<file path="config.mk">
export PLATFORM = sky130hd
export DESIGN_NAME = dac_spi_tx
export DESIGN_NICKNAME = d
export VERILOG_FILES = /design/src/rtl/dac_spi_tx_pkg.sv /design/src/rtl/dac_spi_tx_clk_div.sv /design/src/rtl/dac_spi_tx.sv
export SDC_FILE = /design/constraint.sdc
export NUM_CORES = 1
export LEC_CHECK = 0
export CAP_MARGIN = 40
export CORE_ASPECT_RATIO = 1.1
export CORE_UTILIZATION = 40
export CTS_CLUSTER_DIAMETER = 50
export DETAILED_ROUTE_END_ITERATION = 12
export DONT_BUFFER_PORTS = 1
export PLACE_DENSITY_LB_ADDON = 0.12
export REMOVE_ABC_BUFFERS = 1
export SETUP_SLACK_MARGIN = 0.3
export SKIP_LAST_GASP = 1
export SLEW_MARGIN = 40
export SYNTH_ARGS = -nofsm -noshare
export SYNTH_HDL_FRONTEND = slang
export SYNTH_SLANG_ARGS = --single-unit
export TNS_END_PERCENT = 30
</file>
<file path="constraint.sdc">
create_clock -name clk -period 2.4 [get_ports clk]
set_input_delay 0.48 -clock clk [delete_from_list [all_inputs] [get_ports clk]]
set_output_delay 0.48 -clock clk [all_outputs]
set_load 0.05 [all_outputs]
</file>
<file path="src/rtl/dac_spi_tx_pkg.sv">
// Shared constants, FSM encoding and sample-to-code conversion for the DAC serial transmitter.
// Build option: DAC_SAT_EN clamps samples to the 12-bit range instead of wrapping.
package dac_spi_tx_pkg;

   localparam int FRAME_W = 16;
   localparam int DATA_W  = 12;
   localparam logic [DATA_W-1:0] OFFSET = 12'h800;

   typedef enum logic [1:0] {
      IDLE    = 2'd0,
      SHIFT   = 2'd1,
      SYNC_HI = 2'd2
   } state_t;

   // Inverse of the ADC receiver's sign conversion: two's complement -> offset binary.
   function automatic logic [DATA_W-1:0] sample_to_code(input logic signed [15:0] s);
      logic [DATA_W-1:0] d12;
`ifdef DAC_SAT_EN
      if (s > 16'sd2047)
         d12 = 12'h7FF;
      else if (s < -16'sd2048)
         d12 = 12'h800;
      else
         d12 = s[DATA_W-1:0];
`else
      d12 = s[DATA_W-1:0];
`endif
      return d12 ^ OFFSET;
   endfunction

endpackage

</file>
<file path="src/rtl/dac_spi_tx_clk_div.sv">
// SCLK generator: CLK_DIV-cycle phase down-counter with rise/fall strobes.
// Clear parks SCLK high and preloads the counter so the first fall lands CLK_DIV cycles later.
module dac_clk_div #(
   parameter int CLK_DIV = 2
) (
   input  logic clk,
   input  logic reset,
   input  logic en_i,
   input  logic clr_i,
   output logic sclk_o,
   output logic rise_o,
   output logic fall_o
);

   localparam int CW = (CLK_DIV > 1) ? $clog2(CLK_DIV) : 1;
   localparam logic [CW-1:0] LOAD = CW'(CLK_DIV - 1);

   logic [CW-1:0] cnt_q;
   logic          sclk_q;

   always_ff @(posedge clk) begin
      if (reset) begin
         cnt_q  <= '0;
         sclk_q <= 1'b1;
      end else if (clr_i) begin
         cnt_q  <= LOAD;
         sclk_q <= 1'b1;
      end else if (en_i) begin
         if (cnt_q == '0) begin
            cnt_q  <= LOAD;
            sclk_q <= ~sclk_q;
         end else begin
            cnt_q <= cnt_q - 1'b1;
         end
      end
   end

   assign fall_o = en_i && (cnt_q == '0) && sclk_q;
   assign rise_o = en_i && (cnt_q == '0) && !sclk_q;
   assign sclk_o = sclk_q;

endmodule

</file>
<file path="src/rtl/dac_spi_tx.sv">
// Three-wire serial transmitter for the 12-bit audio DAC: one 16-bit frame per accepted sample.
// Build option: DAC_SAT_EN (see dac_spi_tx_pkg) selects saturation instead of wrap.
//
// state   | meaning
// IDLE    | listo high, SYNC/SCLK high, waiting for dato_valido
// SHIFT   | SYNC low, 16 SCLK periods, DIN updated on SCLK rising edges
// SYNC_HI | SYNC held high SYNC_HIGH cycles before the next accept
module dac_spi_tx
   import dac_spi_tx_pkg::*;
#(
   parameter int         CLK_DIV   = 2,
   parameter int         SYNC_HIGH = 2,
   parameter logic [1:0] PD_MODE   = 2'b00
) (
   input  logic        clk,
   input  logic        reset,
   input  logic [15:0] d_in,
   input  logic        dato_valido,
   output logic        listo,
   output logic        fin,
   output logic        sync,
   output logic        sclk,
   output logic        dout
);

   localparam int HW = (SYNC_HIGH > 1) ? $clog2(SYNC_HIGH) : 1;

   state_t               state_q;
   logic [FRAME_W-1:0]   shreg_q;
   logic [4:0]           nfall_q;
   logic [HW-1:0]        hold_q;
   logic                 listo_q, fin_q, sync_q, dout_q;
   logic [FRAME_W-1:0]   frame_d;
   logic                 rise, fall;

   assign frame_d = {2'b00, PD_MODE, sample_to_code(d_in)};

   dac_clk_div #(.CLK_DIV(CLK_DIV)) u_clk_div (
      .clk    (clk),
      .reset  (reset),
      .en_i   (state_q == SHIFT),
      .clr_i  (state_q == IDLE),
      .sclk_o (sclk),
      .rise_o (rise),
      .fall_o (fall)
   );

   always_ff @(posedge clk) begin
      if (reset) begin
         state_q <= IDLE;
         shreg_q <= '0;
         nfall_q <= '0;
         hold_q  <= '0;
         listo_q <= 1'b1;
         fin_q   <= 1'b0;
         sync_q  <= 1'b1;
         dout_q  <= 1'b0;
      end else begin
         fin_q <= 1'b0;
         case (state_q)
            IDLE: begin
               if (dato_valido) begin
                  state_q <= SHIFT;
                  dout_q  <= frame_d[FRAME_W-1];
                  shreg_q <= {frame_d[FRAME_W-2:0], 1'b0};
                  nfall_q <= '0;
                  sync_q  <= 1'b0;
                  listo_q <= 1'b0;
               end
            end
            SHIFT: begin
               if (fall)
                  nfall_q <= nfall_q + 1'b1;
               // The rise after the 16th fall closes the frame instead of shifting.
               if (rise) begin
                  if (nfall_q == 5'd16) begin
                     state_q <= SYNC_HI;
                     sync_q  <= 1'b1;
                     dout_q  <= 1'b0;
                     hold_q  <= HW'(SYNC_HIGH - 1);
                  end else begin
                     dout_q  <= shreg_q[FRAME_W-1];
                     shreg_q <= {shreg_q[FRAME_W-2:0], 1'b0};
                  end
               end
            end
            SYNC_HI: begin
               if (hold_q == '0) begin
                  state_q <= IDLE;
                  listo_q <= 1'b1;
                  fin_q   <= 1'b1;
               end else begin
                  hold_q <= hold_q - 1'b1;
               end
            end
            default: state_q <= IDLE;
         endcase
      end
   end

   assign listo = listo_q;
   assign fin   = fin_q;
   assign sync  = sync_q;
   assign dout  = dout_q;

endmodule

</file>
==> flow_summary.ini <==
[hold_path]
worst_hold_path_type = in -> reg
min_path_cells = 1

[power]
leakagePower_nw = 0.466
irDropWorstVdd_mv = 0.378
power_uw = 931
power_density_mw_per_mm2 = 680

[placed_design]
gp_congestion = 0.754
dp_hpwl_mm = 1.65
io_buffers = 0

[job]
maxCapViolations = 0

[critical_path]
cpMaxStageDelayCell = dfxtp_1
cp_max_fo = 25
critical_path_class = reg -> reg
crit_arrival_ns = 2.01
reg2regPathDepth = 4
cpPeakStageDelay_ns = 0.64
start_kind = flop
crit_path_end_kind = flop
critPathRequiredTime_ns = 2.64
path_cells = nor4b_4 > o22a_4 > nor2_1 > a311oi_1

[status]
outcome = finished, final reports clean

[global_route]
overflow = 0
grt_max_degree = 26
antenna_found_initial = 0
grt_pass1_vias = 999
track_usage_pct = 16.5
grt_pass1_wl_mm = 4.35

[final_layout]
finish.net_count = 176
layout_common_cells = nand2_1 (29), dfxtp_1 (29), nor2_1 (21), a21oi_1 (15), a311oi_1 (10)
drive_gt1_share_pct = 8.97
area_delta_synth_final_pct = 5.19
diodes = 0

[clocking]
cts_tree = built
clk_pin_slew_ns = 0.09
clock-sinks = 29
post-cts-setup-buffers = 0
cts_max_level = 2
clockRootBuffer = clkbuf_4
numCtsBuffers = 5
clockBufferDepth = 2
clk_latency_ns = 0.33

[floorplanning]
fp.coreArea_mm2 = 0.00307
row_count = 21
die_area_mm2 = 0.00349
start_util_pct = 42.3
die_x_um = 56.4
die_y_um = 61.8
ios = 24

[timing]
relSlewSlack_pct = 64.6
max_freq_ghz = 0.562
slew_violations = 0
rsz0062_at_grt = false
whs_ns = 0.208
finalHoldViolCount = 0
final.setup.tns_ns = 0
worstMarginPinSlew_ns = 0.531
fin_worst_skew_ns = 0.00654
timing.final.crit_share_pct = 74.1
min_period_ns = 1.78
setup_viol = 0

[drt]
first_pass_iters = 4
drt_iter0_drc = 35
ant_nets = 0
drc = 0
via_count = 1054
detail_route.vias_per_cell = 5.55
wl_mm = 2.51
drt-wirelength-per-cell_um = 13.2

[yosys]
yosysUniqueCellTypes = 34
synth_top_area_share_pct = 44.6
ys_ff_latch = 29
postSynthCellCount = 156
yosys.area.top_type = dfxtp_1
yosys_warnings = 0
async_reset_ff_share_pct = 0
synth_top_flop_cell = dfxtp_1
synth_area_mm2 = 0.00130
avgSynthCellArea_um2 = 8.34
synth-seq-area-share_pct = 44.6
synthTopCellsByArea = dfxtp_1 (45%), nand2_1 (8.4%), a311oi_1 (6.7%)
synth_edf_count = 0
[final timing paths]
| kind | from | endpoint | slack (ns) |
|---|---|---|---|
| hold / removal | reset | dout | 0.21 |
| hold reg to reg | shreg_q[15] | shreg_q[15] | 0.45 |
| setup reg to reg | state_q[0] | shreg_q[7] | 0.62 |
| setup / recovery | state_q[0] | shreg_q[7] | 0.62 |
[through the flow]
step	setup slack [ns]	util, %	cells	instance area [um2]
6_report	0.621	44.5	190	1370
3_3_place_gp	0.577	42.7	182	1310
4_1_cts	0.494	44.3	190	1360
3_5_place_dp	0.474	42.7	182	1310
5_1_grt	0.376	44.5	190	1370
2_1_floorplan	0.649	-	146	1250
[synthesized netlist by cell type, types with 2 or more instances]
master / count
buf_2: 4
nand2b_1: 4
a21oi_1: 15
nor2_1: 21
or3_1: 2
nand3_1: 6
inv_1: 2
ha_1: 2
a311oi_1: 10
o21bai_1: 2
or2_2: 2
nand2_1: 29
dfxtp_1: 29
o21ai_0: 5
clkbuf_1: 4
[registers in the layout (all words and copies together) (netlist names)]
register          count
dout                  1
fin                   1
hold_q                1
listo                 1
nfall_q               5
shreg_q              15
state_q               2
sync                  1
u_clk_div.cnt_q       1
u_clk_div.sclk_o      1
[timing repair]
action / CTS / global route
gates resized for setup: 0 / 1
hold buffers: 0 / 0
setup endpoints to repair: 0 / 7
endpoints found under the hold margin: 0 / 0
[routing by layer]
metal / vias up / part of all wire (%) / global-route usage [%] / routed length (um)
met5: - / 0 / 0 / 0
met4: 0 / 2.2 / 8.36 / 55
met3: 6 / 6.2 / 6.63 / 156
met2: 19 / 45 / 28.1 / 1140
met1: 488 / 46 / 18.3 / 1160
li1: 541 / - / - / -
[area by class of cell]
| class | count | area [um2] |
|---|---|---|
| Fill cell | 316 | 1710 |
| Multi-Input combinational cell | 115 | 674 |
| Sequential cell | 29 | 581 |
| Clock buffer | 8 | 48.8 |
| Tap cell | 34 | 42.5 |
| Timing Repair Buffer | 2 | 15.0 |
| Inverter | 2 | 7.51 |
[worst max-delay path: cells and delay by family, from the launching register on]
family,cells,cell delay (ns)
AO/OA/AOI/OAI,2,0.60
flip-flops,1,0.64
AND/OR/NAND/NOR,2,0.45
[cells by family (layout without fill, tap and decap cells)]
logic type               after synthesis  in the layout  synth area share, %
AND/OR/NAND/NOR                       72             72                 27.9
AO/OA/AOI/OAI                         38             38                 19.2
flip-flops                            29             29                 44.6
buffers and inverters                 12             12                 4.13
adder cells (fa/ha/maj)                2              2                 1.92
XOR/XNOR                               2              2                 1.35
multiplexers                           1              1                0.865
[power breakdown]
group	internal [mW]	leakage (nW)	switching (mW)
sequential	0.509	0.238	0.0356
clock	0.116	0.0265	0.162
combinational	0.0462	0.202	0.0620
No activity file was read; power rests on OpenSTA's default activity.
